## src/rtl/uart_tx_fifo.sv

```systemverilog
// uart_tx_fifo
// ------------
// Byte buffer between a data producer and uart_tx. The producer writes
// single bytes with a one-cycle strobe; the oldest stored byte is offered
// to uart_tx over a first-word-fall-through valid/ready handshake, so the
// producer never waits for a serial frame to finish.
//
// Ports:
//   clk       in   1        system clock, rising edge
//   rst       in   1        synchronous reset, active-low
//   wr_en     in   1        producer write strobe, one byte per cycle
//   wr_data   in   WIDTH    producer byte
//   full      out  1        high when count == DEPTH (registered)
//   ovf       out  1        sticky overflow flag (registered)
//   ovf_clr   in   1        clears ovf; a same-cycle overflow wins
//   count     out  AW+1     stored bytes, 0..DEPTH (registered)
//   tx_data   out  WIDTH    head byte (combinational read of storage)
//   tx_valid  out  1        head byte present (registered)
//   tx_ready  in   1        uart_tx can take a byte this cycle
module uart_tx_fifo #(
  parameter int WIDTH = 8,
  parameter int DEPTH = 16,
  parameter int AW    = $clog2(DEPTH)
) (
  input  logic             clk,
  input  logic             rst,
  input  logic             wr_en,
  input  logic [WIDTH-1:0] wr_data,
  output logic             full,
  output logic             ovf,
  input  logic             ovf_clr,
  output logic [AW:0]      count,
  output logic [WIDTH-1:0] tx_data,
  output logic             tx_valid,
  input  logic             tx_ready
);

  localparam logic [AW-1:0] PTR_ONE  = AW'(1);
  localparam logic [AW:0]   CNT_ONE  = (AW+1)'(1);
  localparam logic [AW:0]   CNT_ZERO = (AW+1)'(0);
  localparam logic [AW:0]   CNT_FULL = (AW+1)'(DEPTH);

  logic [WIDTH-1:0] mem [DEPTH];
  logic [AW-1:0]    wp;
  logic [AW-1:0]    rp;
  logic             wa;
  logic             ra;
  logic [AW:0]      count_next;

  // Handshake decode and next fill level. Acceptance looks only at the
  // registered full flag, so a write while full is dropped even when a
  // read frees a slot in the same cycle.
  always_comb begin
    wa         = wr_en & ~full;
    ra         = tx_valid & tx_ready;
    count_next = count;
    case ({wa, ra})
      2'b10:   count_next = count + CNT_ONE;
      2'b01:   count_next = count - CNT_ONE;
      default: count_next = count;
    endcase
  end

  // Storage array; not cleared by reset, and a write coinciding with
  // reset is discarded along with the pointers.
  always_ff @(posedge clk) begin
    if (rst && wa) begin
      mem[wp] <= wr_data;
    end
  end

  // Pointers, fill level and the flags derived from it. full and
  // tx_valid are kept as registers alongside count so that neither
  // wr_en nor tx_ready reaches an output flag combinationally.
  always_ff @(posedge clk) begin
    if (!rst) begin
      wp       <= '0;
      rp       <= '0;
      count    <= CNT_ZERO;
      full     <= 1'b0;
      tx_valid <= 1'b0;
    end else begin
      if (wa) begin
        wp <= wp + PTR_ONE;
      end
      if (ra) begin
        rp <= rp + PTR_ONE;
      end
      count    <= count_next;
      full     <= (count_next == CNT_FULL);
      tx_valid <= (count_next != CNT_ZERO);
    end
  end

  // Sticky overflow: a write attempt while full sets it, ovf_clr clears
  // it, and set has priority when both happen together.
  always_ff @(posedge clk) begin
    if (!rst) begin
      ovf <= 1'b0;
    end else if (wr_en && full) begin
      ovf <= 1'b1;
    end else if (ovf_clr) begin
      ovf <= 1'b0;
    end else begin
      ovf <= ovf;
    end
  end

  // First-word-fall-through head byte.
  assign tx_data = mem[rp];

endmodule

```

## config.mk

```make
export PLATFORM = sky130hd
export DESIGN_NAME = uart_tx_fifo
export DESIGN_NICKNAME = d
export VERILOG_FILES = /design/src/rtl/uart_tx_fifo.sv
export SDC_FILE = /design/constraint.sdc
export NUM_CORES = 1
export LEC_CHECK = 0
export BUFFER_PORTS_ARGS = -buffer_cell sky130_fd_sc_hd__buf_2
export CAP_MARGIN = 20
export CORE_ASPECT_RATIO = 1.1
export CORE_MARGIN = 2
export CORE_UTILIZATION = 43
export CTS_BUF_LIST = sky130_fd_sc_hd__clkbuf_4 sky130_fd_sc_hd__clkbuf_8
export DETAILED_ROUTE_END_ITERATION = 16
export SLEW_MARGIN = 20
export SYNTH_ARGS = -nofsm -noshare
export SYNTH_HDL_FRONTEND = slang
export SYNTH_SLANG_ARGS = --single-unit
```

## constraint.sdc

```tcl
create_clock -name clk -period 3.8 [get_ports clk]
set_input_delay 0.38 -clock clk [delete_from_list [all_inputs] [get_ports clk]]
set_output_delay 0.38 -clock clk [all_outputs]
set_load 0.02 [all_outputs]
```

# [After elaboration in Yosys (flattened, before gate mapping)]
# Memories as Yosys holds them, arrays and structs flattened. A register that Yosys moved wholly into a read port is not among the register bits.
# Cells that the tools add are included.
[classes] n_bitwise=3 div_mod_pow=0 n_reduce_logical=4 n_eq_ne=3 n_mul=0 order_cmp=0 muxes=7 add_sub_neg=4 shift=0
[op_table] op="5-bit case mux with 2 select lines" count=1
[op_table] op="4-bit by 1-bit adder with 4-bit output (second input constant)" count=2
[op_table] op="4-bit two-way mux" count=2
[op_table] op="5-bit by 1-bit adder with 5-bit output (second input constant)" count=1
[op_table] op="5-bit == test (second input constant)" count=1
[op_table] op="5-bit nonzero test" count=1
[op_table] op="5-bit by 1-bit subtractor with 5-bit output (second input constant)" count=1
[op_table] op="1-bit two-way mux" count=4
[op_table] op="1-bit AND" count=2
[op_table] op="2-bit by 1-bit == test with 1-bit output (second input constant)" count=1
[op_table] op="2-bit == test (second input constant)" count=1
[op_table] op="1-bit logical AND" count=2
[op_table] op="2-bit nonzero test" count=1
[op_table] op="1-bit NOT" count=1
[totals] register_bits=16 latchBits=0 rom_bits=0 in_bits=13 word_cells=28 mem_count=1 ramBits=128
[memory_table] memory="mem" words=16 width=8 rd=1 rd_ports_with_merged_regs=1 wr=1 line="43" rtl="logic [WIDTH-1:0] mem [DEPTH];"

# [Logic depth before layout (Yosys ltp)]
# Gate-level depths: netlist of run 1.
[logic_depth] word_depth=5 mapped_depth=12 mapped_depth_nobuf=10

# [Worst setup path before layout of run 1]
# OpenSTA, ideal clock, no wires.
[synth_path] kind="reg2reg" start="register full" end="register full" setup_slack_ps=1328 arrival_time_ps=2355 t_required_ps=3683 path_stages_with_launch=13 setup_ps=117 path_cell_list="dfxtp_1 -> nor2b_1 -> clkbuf_1 -> inv_1 -> ha_1 -> clkbuf_1 -> xor2_1 -> ha_1 -> a21oi_1 -> mux2i_1 -> xnor2_1 -> nor2_1 -> and4b_1"
[synth_between] elab_chain_cells=5 word_cells_on_any_way=6 classes_between="eq/ne: 3; mux: 1; bitwise: 2"
[synth_rtl] element="from (decl)" line="29" rtl="output logic full,"
[synth_rtl] element="from (signal assigned)" line="90" rtl="full <= (count_next == CNT_FULL);"
[synth_rtl] element="1-bit NOT *" line="54" rtl="wa = wr_en & ~full;"
[synth_rtl] element="1-bit AND *" line="54"
[synth_rtl] element="2-bit by 1-bit == test with 1-bit output or 2-bit == test (tied branches)" line="57" rtl="case ({wa, ra})"
[synth_rtl] element="5-bit case mux with 2 select lines *" line="57"
[synth_rtl] element="5-bit == test *" line="90"
# Every way passes the cells marked *; elsewhere a longest branch is shown, timed or not.
# A chain may end at the register's enable or synchronous reset.

==> results of run 1 <==
==> layer usage <==
layer | global-route usage [%] | vias up | share of wire, %
met1 | 20.7 | 1432 | 41
met2 | 28.0 | 84 | 53
met4 | 6.37 | 0 | 1.5
li1 | - | 1315 | -
met3 | 4.41 | 16 | 4.4
met5 | 0 | - | 0
==> where the power goes <==
| group | internal [mW] | switching (mW) | leakage, nW | total [mW] |
|---|---|---|---|---|
| clock | 0.720 | 0.567 | 0.225 | 1.29 |
| combinational | 0.197 | 0.209 | 0.710 | 0.406 |
| sequential | 1.80 | 0.0418 | 1.32 | 1.84 |
==> worst register-to-register path: cells and delay by family, from the launching register on <==
| kind | cells | cell delay (ns) |
|---|---|---|
| DFF | 1 | 0.33 |
| buffers and inverters | 1 | 0.14 |
| AOI/OAI and AO/OA | 1 | 0.14 |
| and+or+nand+nor | 4 | 0.97 |
| xor gates and xnor gates | 2 | 0.44 |
| adders and majority gates | 2 | 0.56 |
==> sequential cells by signal, summed over array words and instances, names as in the netlist, named ones only <==
signal,cells
rp,4
ovf,1
tx_valid,1
count,5
full,1
wp,4
mem,128
==> cell usage after synthesis (4+ instances only) <==
library cell | n | area, um2
edfxtp_1 | 128 | 3840
nor2_1 | 31 | 116
mux4_1 | 24 | 631
dfxtp_1 | 20 | 400
mux4_2 | 16 | 360
ha_1 | 8 | 100
nand2_1 | 8 | 30.0
clkbuf_1 | 7 | 26.3
xor2_1 | 6 | 52.6
inv_1 | 5 | 18.8
a21oi_1 | 4 | 20.0
nand2b_1 | 4 | 25.0
nor2b_1 | 4 | 25.0
xnor2_1 | 4 | 35.0
==> worst min path at each step <==
| stage | from | endpoint | slack [ns] |
|---|---|---|---|
| global route | ovf_clr | ovf | 0.19 |
| finish | ovf_clr | ovf | 0.19 |
| CTS | ovf_clr | ovf | 0.17 |
| detailed placement | ovf | ovf | 0.47 |
| floorplan | wr_data[0] | mem[0][0] | 0.48 |
| global placement | ovf | ovf | 0.46 |
==> cell usage in the layout, fill, tap and decap left out, types with 5 or more instances in the layout <==
cell type | synthesis | final
buf_2 | 0 | 28
buf_4 | 0 | 11
clkbuf_8 | 0 | 17
dfxtp_1 | 20 | 19
edfxtp_1 | 128 | 128
ha_1 | 8 | 8
inv_1 | 5 | 5
mux4_1 | 24 | 24
mux4_2 | 16 | 16
nand2_1 | 8 | 8
nor2_1 | 31 | 31
xor2_1 | 6 | 6
==> metrics by stage <==
stage	std cells	hold slack, ns	util (%)
2_1_floorplan	303	0.479	-
3_3_place_gp	516	0.457	46.1
3_5_place_dp	516	0.471	46.1
4_1_cts	548	0.171	49.2
5_1_grt	548	0.194	49.2
6_report	548	0.193	49.2
==> final cells by class <==
type	count	area share [%]
inverter	5	0.279
tap	188	3.49
timing repair buffer	39	3.31
clock buffer	18	3.58
sequential	148	63.0
multi-input combinational	136	23.6
clock inverter	14	2.71
==> logic make-up after synthesis <==
kind of cell / share of synthesized area [%]
flip-flops: 71.3
buffers and inverters: 1.98
multiplexers: 17.0
XOR/XNOR: 1.47
AO/OA/AOI/OAI: 1.51
AND/OR/NAND/NOR: 5.06
adder cells (fa/ha/maj): 1.68
==> impl_metrics.yaml, run 1 <==
run_status:
  status: "complete, no violations"
finish:
  final_nets: 368
  nFillCells: 1121
  syn2layout_area_growth_pct: 13.2
  drive_gt1_share_pct: 24.7
  seq_area_um2: 4250
  fin_area_um2: 6740
  multi_input_area_um2: 1590
  antennaDiodeCount: 0
detailed_routing:
  vias: 2847
  via_per_inst: 5.20
  routedWlPerCell_um: 20.7
  drt_iter0_markers: 232
  remaining_drc_errors: 0
  routed_wirelength_mm: 11.3
  first_pass_iters: 4
  ant_nets: 0
grt:
  first_global_vias: 2885
  grt_overflow: 0
  grt_pass1_wl_mm: 17.0
  track_usage_pct: 16.7
  grt_max_degree: 33
  antenna_found_initial: 0
power_and_ir_drop:
  power_leakage_nw: 2.25
  ir_worst_vdd_v: 0.000201
  total_power_mw: 3.53
  powerDensity_nw_per_um2: 524
hold_path:
  whs_path_depth: 3
  hp-class: "in -> reg"
sta:
  fin_skew_ns: 0.0158
  min_period_over_period_pct: 77.1
  relSlewSlack_pct: 33.1
  fmax_ghz: 0.341
  finalSetupViolCount: 0
  worstMarginPinSlew_ns: 1.00
  final_max_slew_viol_count: 0
  fin_setup_tns_ns: 0
  period_minus_slack_ns: 2.93
  rsz0062_at_grt: "no"
  fin_ws_ns: 0.871
  hold_viol: 0
place:
  gp_congestion: 0.700
  place_area_um2: 6310
  port_buffers: 28
  place_ws_ns: 1.00
  dp_hpwl_mm: 6.92
cts:
  cts_buffer_depth: 2
  numCtsBuffers: 17
  clkSlewWorstSetupHoldPaths_ns: 0.08
  clock_latency_ns: 0.44
  root_buffer: "clkbuf_8"
  cts_tree: "yes"
  cts_resized: 0
  numClockSinks: 148
  post_cts_buffers: 0
  htree_levels: 4
  cts_hold_buf: 0
worst_setup_path:
  arrival_ns: 2.55
  cp.required_ns: 3.42
  endpoint: "tx_data[5]"
  crit_cells: 4
  reg2regPathDepth: 10
  critPathMaxFanout: 11
  rrSetupSlack_ns: 1.13
  end_kind: "output port"
  path_cells: "buf_4 > mux4_1 > mux4_2 > buf_2"
  crit_path_top_delay_cell: "mux4_1"
  r2r-end: "full"
  critical_path.max_stage_delay_ns: 0.58
  start_kind: "register"
  crit_type: "reg -> out"
  r2r-start: "full"
  crit_family: "multiplexers"
  crit_buf_inv: 2
floorplanning:
  io-pin-count: 29
  row_count: 45
  dieWidth_um: 116
  dieArea_um2: 14800
  core_area_um2: 13700
  die_h_um: 127
  start_util_pct: 43.5
synth:
  syn_inst: 303
  synth_edf_count: 128
  synth.distinct_cells: 38
  synthArstFlopShare_pct: 0
  syn-mean-instance-area_um2: 19.6
  synth-main-ff-cell: "edfxtp_1"
  yosysSeqAreaShare_pct: 71.3
  synth.cell_area_um2: 5950
  synth-seq-cells: 148
  syn_nets: 324
  yosysWarnings: 0
flow_run:
  max_cap_violations: 0
No activity file was read; power rests on OpenSTA's default activity.
==> inputs of run 2 (changes only) <==
- clock period: 3.8 -> 2.35 ns (I/O delays scaled with it)
==> impl_metrics.yaml, run 2 (synthesis results as in run 1) <==
hold_path:
  hold_end: "ovf"
  hold_path.startpoint: "ovf_clr"
  hp-class: "in -> reg"
  whs_path_depth: 3
detailed_routing:
  routedWlPerCell_um: 20.4
  first_pass_iters: 4
  via_per_inst: 5.25
  drt_iter0_markers: 328
  ant_nets: 0
  vias: 2948
  routed_wirelength_mm: 11.5
  remaining_drc_errors: 0
finish:
  final_cell_mix: "128 x edfxtp_1, 31 x nor2_1, 26 x mux4_2"
  fin_util_pct: 50.7
  final_nets: 382
  layout_commonest_cell: "edfxtp_1"
  antennaDiodeCount: 0
  top_register: "mem"
  reg.largest.list: "mem (128), count (5)"
  nFillCells: 1113
  largest_register_ffs: 128
  syn2layout_area_growth_pct: 16.6
  stdcell_count: 562
  drive_gt1_share_pct: 30.5
cts:
  post_cts_buffers: 0
  cts_tree: "yes"
  cts_buffer_depth: 2
  clock_latency_ns: 0.43
  numCtsBuffers: 17
  cts_hold_buf: 0
  clkSlewWorstSetupHoldPaths_ns: 0.08
  numClockSinks: 148
  root_buffer: "clkbuf_8"
  htree_levels: 4
place:
  dpl.cell_count: 528
  gp_congestion: 0.751
  port_buffers: 28
  dp_hpwl_mm: 7.06
  place_ws_ns: 0.148
grt:
  grt_max_degree: 33
  track_usage_pct: 17.0
  grt_overflow: 0
  antenna_found_initial: 0
  first_global_vias: 2984
  grt_pass1_wl_mm: 17.6
sta:
  period_minus_slack_ns: 2.51
  hold_viol: 0
  finalSetupViolCount: 8
  min_period_over_period_pct: 107
  fmax_ghz: 0.399
  worstMarginPinSlew_ns: 0.641
  rsz0062_at_grt: "yes"
  fin_ws_ns: -0.156
  fin_setup_tns_ns: -1.08
  final_max_slew_viol_count: 0
  relSlewSlack_pct: 57.1
  fin_skew_ns: 0.00785
floorplanning:
  core_area_um2: 13700
  io-pin-count: 29
  dieWidth_um: 116
  row_count: 45
  dieArea_um2: 14800
  die_h_um: 127
  start_util_pct: 43.5
worst_setup_path:
  arrival_ns: 2.27
  reg2regPathDepth: 9
  end_kind: "output port"
  r2r-start: "tx_valid"
  start_kind: "register"
  r2r-end: "full"
  rrSetupSlack_ns: 0.19
  crit_type: "reg -> out"
  critPathMaxFanout: 6
  cp.required_ns: 2.12
power_and_ir_drop:
  power_leakage_nw: 2.31
  ir_worst_vdd_v: 0.000442
  powerDensity_nw_per_um2: 859
run_status:
  status: "complete, but fails checks"
  violations: "negative setup slack"
flow_run:
  max_cap_violations: 0
==> run 2: cell types whose count changed in the layout (fill, tap and decap cells not counted), sizes merged <==
cell and delta:
bufinv +1, inv -3, clkinv -2, buf +13
clkinvlp +5
==> run 2: metrics by stage <==
step                total power, mW  hold slack (ns)  instance area, um2
floorplan                      3.54            0.334                5960
global placement               3.72            0.456                6430
detailed placement             3.73            0.459                6430
CTS                            5.99           0.0301                6920
global route                   6.22           0.0388                6940
finish                         5.97           0.0506                6940
==> run 2: repair_timing <==
item | CTS | global route
gates cloned | 1 | 1
endpoints found under the setup margin | 8 | 9
gates resized for setup | 5 | 17
==> run 2: critical path, cell delays in order, from the launching register on <==
cell and delay [ns]:
dfxtp_4 0.45, clkbuf_16 0.19, mux4_2 0.50, mux4_2 0.54, buf_6 0.16
==> run 2: how the worst max path moves through the flow <==
stage	startpoint	end	cells past startpoint
detailed placement	wr_en	full	11
finish	register	tx_data[5]	4
CTS	register	tx_data[5]	4
global placement	wr_en	full	11
floorplan	full	full	12
global route	register	tx_data[5]	4
==> run 2: area by class of cell <==
class                   instances  area, um2  area share, %
repair buffers                 53        417           6.00
clock inverters                15        231           3.33
well taps                     188        235           3.39
inverters                       5       18.8          0.270
flip-flops and latches        148       4250           61.2
clock buffers                  17        234           3.37
multi-input cells             136       1560           22.4
==> run 2: report_power, final <==
group	internal, mW	switching, mW	total (mW)
clock	1.27	0.957	2.23
sequential	2.91	0.0673	2.97
combinational	0.398	0.364	0.763
==> run 2: routing by layer <==
layer / vias up / wire, um / global-route usage (%)
met1: 1529 / 4880 / 22.1
li1: 1333 / - / -
met3: 16 / 566 / 4.36
met5: - / 0 / 0
met2: 70 / 5870 / 27.9
met4: 0 / 161 / 5.88
==> inputs of run 3 (changes only) <==
- CELL_PAD_IN_SITES_DETAIL_PLACEMENT: default -> 1
- CELL_PAD_IN_SITES_GLOBAL_PLACEMENT: default -> 1
- PLACE_DENSITY_LB_ADDON: default -> 0.1
- clock period: 2.35 -> 2.9 ns (I/O delays scaled with it)
==> impl_metrics.yaml, run 3 (synthesis results as in run 1) <==
worst_setup_path:
  critPathMaxFanout: 32
  rrSetupSlack_ns: 0.60
  crit_path_top_delay_cell: "mux4_1"
  crit_type: "reg -> out"
  crit_family: "multiplexers"
  cp.required_ns: 2.61
  critical_path.max_stage_delay_ns: 0.62
  end_kind: "output port"
  start_kind: "register"
  arrival_ns: 2.36
  path_cells: "buf_12 > mux4_1 > mux4_2 > buf_2"
  crit_buf_inv: 2
finish:
  syn2layout_area_growth_pct: 14.0
  fin_area_um2: 6790
  drive_gt1_share_pct: 25.5
  antennaDiodeCount: 0
  nFillCells: 1295
  largest_register_ffs: 128
  layout_commonest_cell: "edfxtp_1"
  top_register: "mem"
  reg.largest.list: "mem (128), count (5)"
  final_cell_mix: "128 x edfxtp_1, 31 x nor2_1, 28 x buf_2"
  final_nets: 376
cts:
  htree_levels: 4
  cts_tree: "yes"
  cts_buffer_depth: 2
  numCtsBuffers: 17
  cts_hold_buf: 0
  cts_resized: 0
  root_buffer: "clkbuf_8"
  clkSlewWorstSetupHoldPaths_ns: 0.08
  clock_latency_ns: 0.44
  post_cts_buffers: 0
  numClockSinks: 148
sta:
  rsz0062_at_grt: "no"
  finalSetupViolCount: 0
  fin_setup_tns_ns: 0
  period_minus_slack_ns: 2.65
  fin_skew_ns: 0.00784
  final_max_slew_viol_count: 0
  min_period_over_period_pct: 91.3
  holdWs_ns: 0.0952
  relSlewSlack_pct: 50.1
  hold_viol: 0
  fmax_ghz: 0.378
  worstMarginPinSlew_ns: 0.747
grt:
  met3_usage_pct: 4.08
  gr-max-usage-layer: "met2"
  grt_use_met2_pct: 30.1
  first_global_vias: 3157
  grt_pass1_wl_mm: 18.9
  use_met1_pct: 23.7
  track_usage_pct: 18.4
  antenna_found_initial: 0
  grt_max_degree: 33
  grt_overflow: 0
detailed_routing:
  drt_iter0_markers: 174
  routedWlPerCell_um: 22.3
  remaining_drc_errors: 0
  ant_nets: 0
  first_pass_iters: 4
  via_per_inst: 5.34
  vias: 2969
  routed_wirelength_mm: 12.4
floorplanning:
  io-pin-count: 29
  core_area_um2: 13700
  dieWidth_um: 116
  die_h_um: 127
  start_util_pct: 43.5
  dieArea_um2: 14800
  row_count: 45
flow_run:
  max_cap_violations: 0
run_status:
  status: "complete, no violations"
power_and_ir_drop:
  power_leakage_nw: 2.26
  ir_worst_vdd_v: 0.000290
  powerDensity_nw_per_um2: 674
  total_power_mw: 4.58
place:
  port_buffers: 28
  place_area_um2: 6390
  gp_congestion: 0.727
  dp_hpwl_mm: 7.51
hold_path:
  hp-class: "in -> reg"
## run 3: changes by cell type in the layout (fill, tap and decap cells not counted), moves of 2 or more
cell | previous run | this run
mux4_2 | 26 | 16
buf_6 | 5 | 0
clkinv_4 | 4 | 1
bufinv_16 | 5 | 3
clkinv_1 | 0 | 3
buf_2 | 25 | 28
mux4_1 | 14 | 24
## run 3: worst min-delay path: cells and delay by family
family / cells / cell delay (ns)
AOI/OAI and AO/OA: 1 / 0.05
and+or+nand+nor: 1 / 0.08
buffers and inverters: 1 / 0.07
## run 3: worst paths after layout
kind / start / end / depth (start not counted)
setup reg to reg: tx_valid / full / 9
hold reg to reg: ovf / ovf / 2
hold / removal: ovf_clr / ovf / 3
setup / recovery: register / tx_data[6] / 4
## run 3: cell type report
type | count | area [um2] | share of cell area [%]
Sequential cell | 148 | 4250 | 62.5
Clock buffer | 18 | 241 | 3.56
Inverter | 5 | 18.8 | 0.276
Timing Repair Buffer | 47 | 295 | 4.35
Tap cell | 188 | 235 | 3.46
Clock inverter | 14 | 161 | 2.38
Multi-Input combinational cell | 136 | 1590 | 23.4
## run 3: per-layer routing
layer / routed length [um] / share of wire [%]
met2: 6260 / 50
met1: 5520 / 44
met4: 248 / 2.0
met5: 0 / 0
met3: 377 / 3.0
## run 3: per-stage QoR
step / instances / worst slack [ns] / util [%]
after floorplan: 303 / 0.428 / -
after global placement: 524 / 0.624 / 46.7
final: 556 / 0.252 / 49.6
after detailed placement: 524 / 0.542 / 46.7
after CTS: 556 / 0.192 / 49.6
after global routing: 556 / 0.165 / 49.6
## run 3: report_power, final
part           total [mW]  internal (mW)  switching (mW)
sequential           2.40           2.36          0.0416
combinational       0.565          0.265           0.300
clock                1.61          0.851           0.764
total                4.58           3.47            1.10
